## config.mk

```make
export PLATFORM = sky130hd
export DESIGN_NAME = uart_rxd
export DESIGN_NICKNAME = d
export VERILOG_FILES = /design/src/rtl/uart_pkg.sv /design/src/rtl/uart_rx_sampler.sv /design/src/rtl/uart_rxd.sv
export SDC_FILE = /design/constraint.sdc
export NUM_CORES = 1
export LEC_CHECK = 0
export BUFFER_PORTS_ARGS = -buffer_cell sky130_fd_sc_hd__buf_2
export CAP_MARGIN = 20
export CORE_ASPECT_RATIO = 0.75
export CORE_UTILIZATION = 30
export CTS_CLUSTER_SIZE = 28
export DETAILED_ROUTE_END_ITERATION = 16
export GPL_TIMING_DRIVEN = 0
export HOLD_SLACK_MARGIN = 0.15
export SYNTH_ARGS = -nofsm -noshare
export SYNTH_HDL_FRONTEND = slang
export SYNTH_SLANG_ARGS = --single-unit
```

## constraint.sdc

```tcl
create_clock -name clk -period 1.8 [get_ports clk]
set_clock_uncertainty 0.2 [all_clocks]
set_input_delay 0.27 -clock clk [delete_from_list [all_inputs] [get_ports clk]]
set_output_delay 0.27 -clock clk [all_outputs]
set_load 0.01 [all_outputs]
```

## src/rtl/uart_pkg.sv

```systemverilog
// Shared UART definitions for the LC3 RXD/TXD blocks.
// State encoding, parity kinds and the default bit period.
package uart_pkg;

    localparam logic [2:0] IDLE   = 3'd0;
    localparam logic [2:0] START  = 3'd1;
    localparam logic [2:0] DATA   = 3'd2;
    localparam logic [2:0] PARITY = 3'd3;
    localparam logic [2:0] STOP   = 3'd4;
    localparam logic [2:0] BREAK  = 3'd5;

    localparam logic PARITY_ODD  = 1'b1;
    localparam logic PARITY_EVEN = 1'b0;

    localparam logic [15:0] CLKS_PER_BIT_DEF = 16'd217;

    // Parity bit a transmitter of this kind puts after the byte.
    function automatic logic par_expect(
        input logic       kind,
        input logic [7:0] b
    );
        return kind ^ (^b);
    endfunction

endpackage

```

## src/rtl/uart_rx_sampler.sv

```systemverilog
// RX line synchronizer and sample-point strobe for uart_rxd.
// UART_RXD_MAJORITY_EN: 2-of-3 vote around the target, strobe one clk late.
module uart_rx_sampler (
    input  logic        clk,
    input  logic        rst_n,
    input  logic        rxd,
    input  logic [15:0] cnt,
    input  logic [15:0] target,
    output logic        rxs,
    output logic        smp_stb,
    output logic        smp_bit
);

    logic rx_meta;

    // Two-flop synchronizer, idle-high after reset.
    always_ff @(posedge clk) begin
        if (!rst_n) begin
            rx_meta <= 1'b1;
            rxs     <= 1'b1;
        end else begin
            rx_meta <= rxd;
            rxs     <= rx_meta;
        end
    end

`ifdef UART_RXD_MAJORITY_EN
    logic v0;
    logic v1;

    // Capture the two votes preceding the strobe cycle.
    always_ff @(posedge clk) begin
        if (!rst_n) begin
            v0 <= 1'b1;
            v1 <= 1'b1;
        end else begin
            if (cnt == target - 16'd1) v0 <= rxs;
            if (cnt == target)         v1 <= rxs;
        end
    end

    assign smp_stb = (cnt == target + 16'd1);
    assign smp_bit = (v0 & v1) | (v0 & rxs) | (v1 & rxs);
`else
    assign smp_stb = (cnt == target);
    assign smp_bit = rxs;
`endif

endmodule

```

## src/rtl/uart_rxd.sv

```systemverilog
// LC3 UART receiver: 8N1 with optional parity, KBSR/KBDR-style status.
// UART_RXD_MAJORITY_EN selects voted sampling in uart_rx_sampler.
module uart_rxd
    import uart_pkg::*;
#(
    parameter logic [15:0] CLKS_PER_BIT = CLKS_PER_BIT_DEF,
    parameter logic [15:0] HALF_BIT     = CLKS_PER_BIT >> 1
) (
    input  logic        clk,
    input  logic        rst_n,
    input  logic        rxd,
    input  logic        parity_en,
    input  logic        parity_kind,
    input  logic        rd_ack,
    output logic [15:0] rx_data,
    output logic        rx_ready,
    output logic        parity_err,
    output logic        frame_err,
    output logic        overrun,
    output logic        busy
);

    // Voted sampling strobes one clk late; reload keeps the bit grid.
`ifdef UART_RXD_MAJORITY_EN
    localparam logic [15:0] CNT_LAG = 16'd1;
`else
    localparam logic [15:0] CNT_LAG = 16'd0;
`endif

    logic [2:0]  state;
    logic [15:0] cnt;
    logic [15:0] target;
    logic [7:0]  shreg;
    logic [2:0]  bit_idx;
    logic        pen_q;
    logic        pkind_q;
    logic        pbit_q;
    logic        rxs;
    logic        smp_stb;
    logic        smp_bit;
    logic        deliver;

    assign target  = (state == START) ? HALF_BIT - 16'd1
                                      : CLKS_PER_BIT - 16'd1;
    assign deliver = (state == STOP) && smp_stb;
    assign busy    = (state != IDLE);

    uart_rx_sampler u_smp (
        .clk     (clk),
        .rst_n   (rst_n),
        .rxd     (rxd),
        .cnt     (cnt),
        .target  (target),
        .rxs     (rxs),
        .smp_stb (smp_stb),
        .smp_bit (smp_bit)
    );

    // Frame state machine, bit timing and byte assembly.
    always_ff @(posedge clk) begin
        if (!rst_n) begin
            state   <= IDLE;
            cnt     <= '0;
            shreg   <= '0;
            bit_idx <= '0;
            pen_q   <= 1'b0;
            pkind_q <= 1'b0;
            pbit_q  <= 1'b0;
        end else begin
            cnt <= cnt + 16'd1;
            unique case (state)
                IDLE: begin
                    cnt <= '0;
                    if (!rxs) begin
                        state   <= START;
                        pen_q   <= parity_en;
                        pkind_q <= parity_kind;
                    end
                end
                START: begin
                    if (smp_stb) begin
                        cnt     <= CNT_LAG;
                        bit_idx <= '0;
                        state   <= smp_bit ? IDLE : DATA;
                    end
                end
                DATA: begin
                    if (smp_stb) begin
                        cnt     <= CNT_LAG;
                        shreg   <= {smp_bit, shreg[7:1]};
                        bit_idx <= bit_idx + 3'd1;
                        if (bit_idx == 3'd7)
                            state <= pen_q ? PARITY : STOP;
                    end
                end
                PARITY: begin
                    if (smp_stb) begin
                        cnt    <= CNT_LAG;
                        pbit_q <= smp_bit;
                        state  <= STOP;
                    end
                end
                STOP: begin
                    if (smp_stb) begin
                        cnt   <= '0;
                        state <= smp_bit ? IDLE : BREAK;
                    end
                end
                BREAK: begin
                    cnt <= '0;
                    if (rxs) state <= IDLE;
                end
                default: begin
                    cnt   <= '0;
                    state <= IDLE;
                end
            endcase
        end
    end

    // Delivery and CPU status handshake; delivery beats rd_ack.
    always_ff @(posedge clk) begin
        if (!rst_n) begin
            rx_data    <= '0;
            rx_ready   <= 1'b0;
            parity_err <= 1'b0;
            frame_err  <= 1'b0;
            overrun    <= 1'b0;
        end else if (deliver) begin
            rx_data    <= {8'h00, shreg};
            rx_ready   <= 1'b1;
            parity_err <= pen_q
                       && (pbit_q != par_expect(pkind_q, shreg));
            frame_err  <= !smp_bit;
            if (rx_ready && !rd_ack) overrun <= 1'b1;
        end else if (rd_ack && rx_ready) begin
            rx_ready <= 1'b0;
            overrun  <= 1'b0;
        end
    end

endmodule

```

# Word level (Yosys, flattened, before mapping)
# Cells that the tools add are included.
# W data, S select, Z words.
# totals
reg_bits	47
latch_bits	0
ramBits	0
rom_bits	0
output_inout_bits	21
elab_cells	74
mem_count	0
# classes
add_sub_neg	2
mul	0
n_div	0
magnitude_cmp	0
eq_ne	16
shift	0
muxes	19
n_bitwise	4
reduce_logical	19
# op_table
cell	n
$mux W3	11
$pmux W3 S6	1
$add A16 B1 Y16 const B	1
$eq A16 B8 Y1	1
$ne A2 B2 Y1 const B	6
$eq A3 B3 Y1 const B	3
$mux W8	1
$reduce_and A2 Y1	4
$reduce_xor A8 Y1	1
$reduce_and A7 Y1	1
$eq A3 B2 Y1 const B	2
$pmux W3 S2	1
$logic_and A1 B1 Y1	4
$mux W1	4
$ne A2 B1 Y1 const B	2
$reduce_bool A2 Y1	2
$reduce_or A4 Y1	1
$add A3 B1 Y3 const B	1
$eq A3 B1 Y1 const B	1
$logic_not A3 Y1	1
$not A1 Y1	3
$reduce_and A3 Y1	1
$reduce_bool A3 Y1	1
$reduce_or A3 Y1	1
4 further kinds	5

# Depth between registers and ports, before layout
# depth
ltp_word	6
ltp_mapped	6

# Cells and area by module
# From an unflattened synthesis, not the netlist that was laid out.
# unflattened
cells_unflattened	270
area_unflattened_um2	2324.7
# by_module_without_submodules
module	instances	cells_per_inst	area_per_inst_um2	seq_area_each_um2
uart_rxd	1	244	2087.0	900.9
uart_rx_sampler	1	26	237.7	40.0

# Worst setup path after synthesis
# No wires, ideal clock.
# synth_timing
path_type	register to register
start	reg cnt[2]
end	reg shreg[1]
arrival_time_ns	1.684
required_ns	1.481
path_slack_ns	-0.204
stages_incl_launch_ff	7
path_buffers	1
path_cell_list	dfxtp_1 nor4b_4 and3_2 o21ai_2 or4b_4 buf_6 mux2i_1
# synth_via
elab_chain_cells	2
# synth_lines
item	line_no	rtl
start, declared	uart_rxd.sv:31	logic [15:0] cnt;
start signal, assigned	uart_rxd.sv:70	cnt <= cnt + 16'd1;
$eq A16 B8 Y1	uart_rx_sampler.sv:45	assign smp_stb = (cnt == target);
$reduce_and A2 Y1 (no source line)	-	
end signal, assigned	uart_rxd.sv:90	shreg <= {smp_bit, shreg[7:1]};
end, declared	uart_rxd.sv:33	logic [7:0] shreg;
# Every way passes these cells.
# A chain may end at the register's enable or synchronous reset.

# Worst setup path after layout
# layout_timing
start	reg cnt[14]
end	reg shreg[6]
# Same word-level chain as after synthesis.

==> flow_metrics.py <==
metrics = {
    "synth": {
        "syn-cell-area_um2": 2210,
        "ys_warn_count": 0,
        "synthTopCellsByArea": "dfxtp_1, nand2_1, mux2i_1",
        "yosysTopAreaCell": "dfxtp_1",
        "synthDistinctLibCells": 45,
        "ys_ff_latch": 47,
        "synth.most_common_cell": "dfxtp_1",
        "syn_area_per_cell_um2": 8.89,
        "synth_flop_cell": "dfxtp_1",
        "synth_top_cell_area_share_pct": 42.5,
        "synthTopCellsByCount": "dfxtp_1, nand2_1, nor2_1, mux2i_1, a21oi_1",
        "async_flop_share_pct": 0,
        "syn_inst": 249,
        "synth-edff-count": 0,
        "ys_seq_area_share_pct": 42.5,
    },
    "die": {
        "die-area_um2": 7730,
        "initial_core_util_pct": 31.8,
        "rows": 26,
        "die_w_um": 101,
        "core_um2": 6960,
        "pin_count": 27,
        "chipHeight_um": 76.4,
    },
    "global_routing": {
        "grt_pass1_wl_mm": 7.78,
        "grt_pass1_vias": 1605,
        "grt_usage_pct": 12.6,
        "antenna_found_initial": 0,
        "grt_start_max_net_pins": 16,
        "overflow": 0,
    },
    "clocking": {
        "cts_buffers": 5,
        "worstSkewPairLatency_ns": 0.31,
        "cts_root_buf": "clkbuf_8",
        "clock_sinks": 47,
        "cts_tree": "built",
        "htreeDepth": 2,
        "path_clk_slew_ns": 0.09,
        "clockBufferDepth": 2,
    },
    "hold_path": {
        "whs_path_depth": 1,
        "hold_path_class": "reg -> reg",
        "hold_end": "u_smp.rxs",
        "holdCritStartpoint": "u_smp.rx_meta",
    },
    "power_and_ir_drop": {
        "ir_worst_vdd_uv": 502,
        "power_density_nw_per_um2": 785,
        "power_w": 0.00219,
        "leakage_nw": 1.08,
    },
    "placement": {
        "port_buffers": 18,
        "finalWeightedCongestion": 0.781,
        "pre_cts_slack_ns": -0.481,
        "dp_hpwl_mm": 3.34,
    },
    "timing": {
        "min_period_ns": 2.05,
        "whs_ns": 0.231,
        "final-max-slew-violation-count": 0,
        "setup_ws_ns": -0.246,
        "final-hold-violation-count": 0,
        "fmax_ghz": 0.489,
        "tns_ns": -4.07,
        "setup_violations": 39,
        "rsz0062_at_grt": "true",
        "min_period_over_period_pct": 114,
    },
    "worst_setup_path": {
        "rr_endpoint": "shreg[6]",
        "cp-end-kind": "flop",
        "rr_startpoint": "cnt[14]",
        "start_kind": "flop",
        "ff2ff_path_depth": 6,
        "worstPathRequired_ns": 1.79,
        "reg2reg_setup_slack_ns": -0.25,
        "path_class": "reg -> reg",
        "cp_max_fo": 10,
        "crit_arrival_ns": 2.04,
    },
    "finish": {
        "antennaDiodeCount": 0,
        "layout.nets": 300,
        "drive_gt1_share_pct": 24.3,
        "fillers": 741,
        "areaGrowthSynthToFinish_pct": 25.9,
        "fin_util_pct": 40.1,
    },
    "drt": {
        "wl_per_cell_um": 11.6,
        "drc": 0,
        "wl_mm": 4.52,
        "drtIter0Drc": 46,
        "antenna_left": 0,
        "drtPass1Iterations": 4,
        "vias": 1782,
        "via_per_inst": 4.57,
    },
    "outcome": {
        "violations": "setup timing",
        "status": "complete, but fails checks",
    },
    "job": {
        "drv_cap": 0,
    },
}
## state kept, by name, summed over array words and instances, names as in the netlist, 3 cells and up
register	cells
shreg	8
state	3
rx_data	8
bit_idx	3
cnt	16
## per-layer routing
layer	up-vias	share of wire, %	wire length (um)	GRT usage, %
li1	917	-	-	-
met1	819	56	2540	19.0
met2	38	39	1790	17.9
met3	8	3.1	141	2.29
met4	0	1.2	53	3.48
met5	-	0	0	0
## area by class of cell
type	instances	area [um^2]	area share [%]
Timing Repair Buffer	29	188	6.73
Clock inverter	3	43.8	1.57
Inverter	3	11.3	0.404
Tap cell	98	123	4.40
Sequential cell	47	963	34.5
Clock buffer	5	68.8	2.47
Buffer	18	118	4.22
Multi-Input combinational cell	187	1270	45.7
## worst max path at each step
stage | cells after the start | from | end
6_report | 6 | cnt[14] | shreg[6]
3_5_place_dp | 6 | cnt[11] | cnt[13]
3_3_place_gp | 6 | cnt[11] | cnt[14]
5_1_grt | 6 | cnt[14] | shreg[2]
2_1_floorplan | 6 | cnt[14] | shreg[1]
4_1_cts | 6 | cnt[14] | shreg[2]
## power by group
| part | total [W] | internal, W | switching, W | leakage (nW) |
|---|---|---|---|---|
| Clock | 0.000773 | 0.000414 | 0.000359 | 0.0581 |
| Sequential | 0.00109 | 0.00106 | 0.0000279 | 0.385 |
| Combinational | 0.000325 | 0.000162 | 0.000163 | 0.636 |
| Total | 0.00219 | 0.00164 | 0.000549 | 1.08 |
## cell usage in the layout, fill, tap and decap left out, types with 10 or more instances in the layout
cell / count
xor2_1: 12
mux2i_1: 14
buf_4: 13
nor2_1: 23
xnor2_1: 10
a21oi_1: 12
dfxtp_1: 37
nand2_1: 39
buf_2: 18
## cell families after synthesis
group,count (synthesis),share of synthesized area [%]
multiplexers,14,6.33
AO/OA/AOI/OAI,26,7.23
adder cells (fa/ha/maj),3,1.70
buffers and inverters,22,5.42
XOR/XNOR,23,9.72
AND/OR/NAND/NOR,113,26.9
flip-flops,47,42.5
other,1,0.169
## per-stage QoR
step | std cells | instance area (um^2)
floorplan | 256 | 2250
global placement | 372 | 2470
detailed placement | 372 | 2470
CTS | 387 | 2720
global route | 390 | 2790
finish | 390 | 2790
## timing repair
item                                   in CTS  in global routing
gates resized for setup                    18                 13
pin swaps                                   3                  4
endpoints found under the hold margin       6                  0
hold buffers                                6                  0
setup buffers                               2                  3
setup endpoints to repair                  42                 45
## worst max-delay path, cell delays in order, from the launching register on
cell     delay (ns)
dfxtp_4        0.37
nor4b_4        0.29
and3_4         0.23
o21ai_2        0.06
or4b_4         0.50
buf_6          0.17
mux2i_1        0.11
Power figures use the tool's default switching activity.
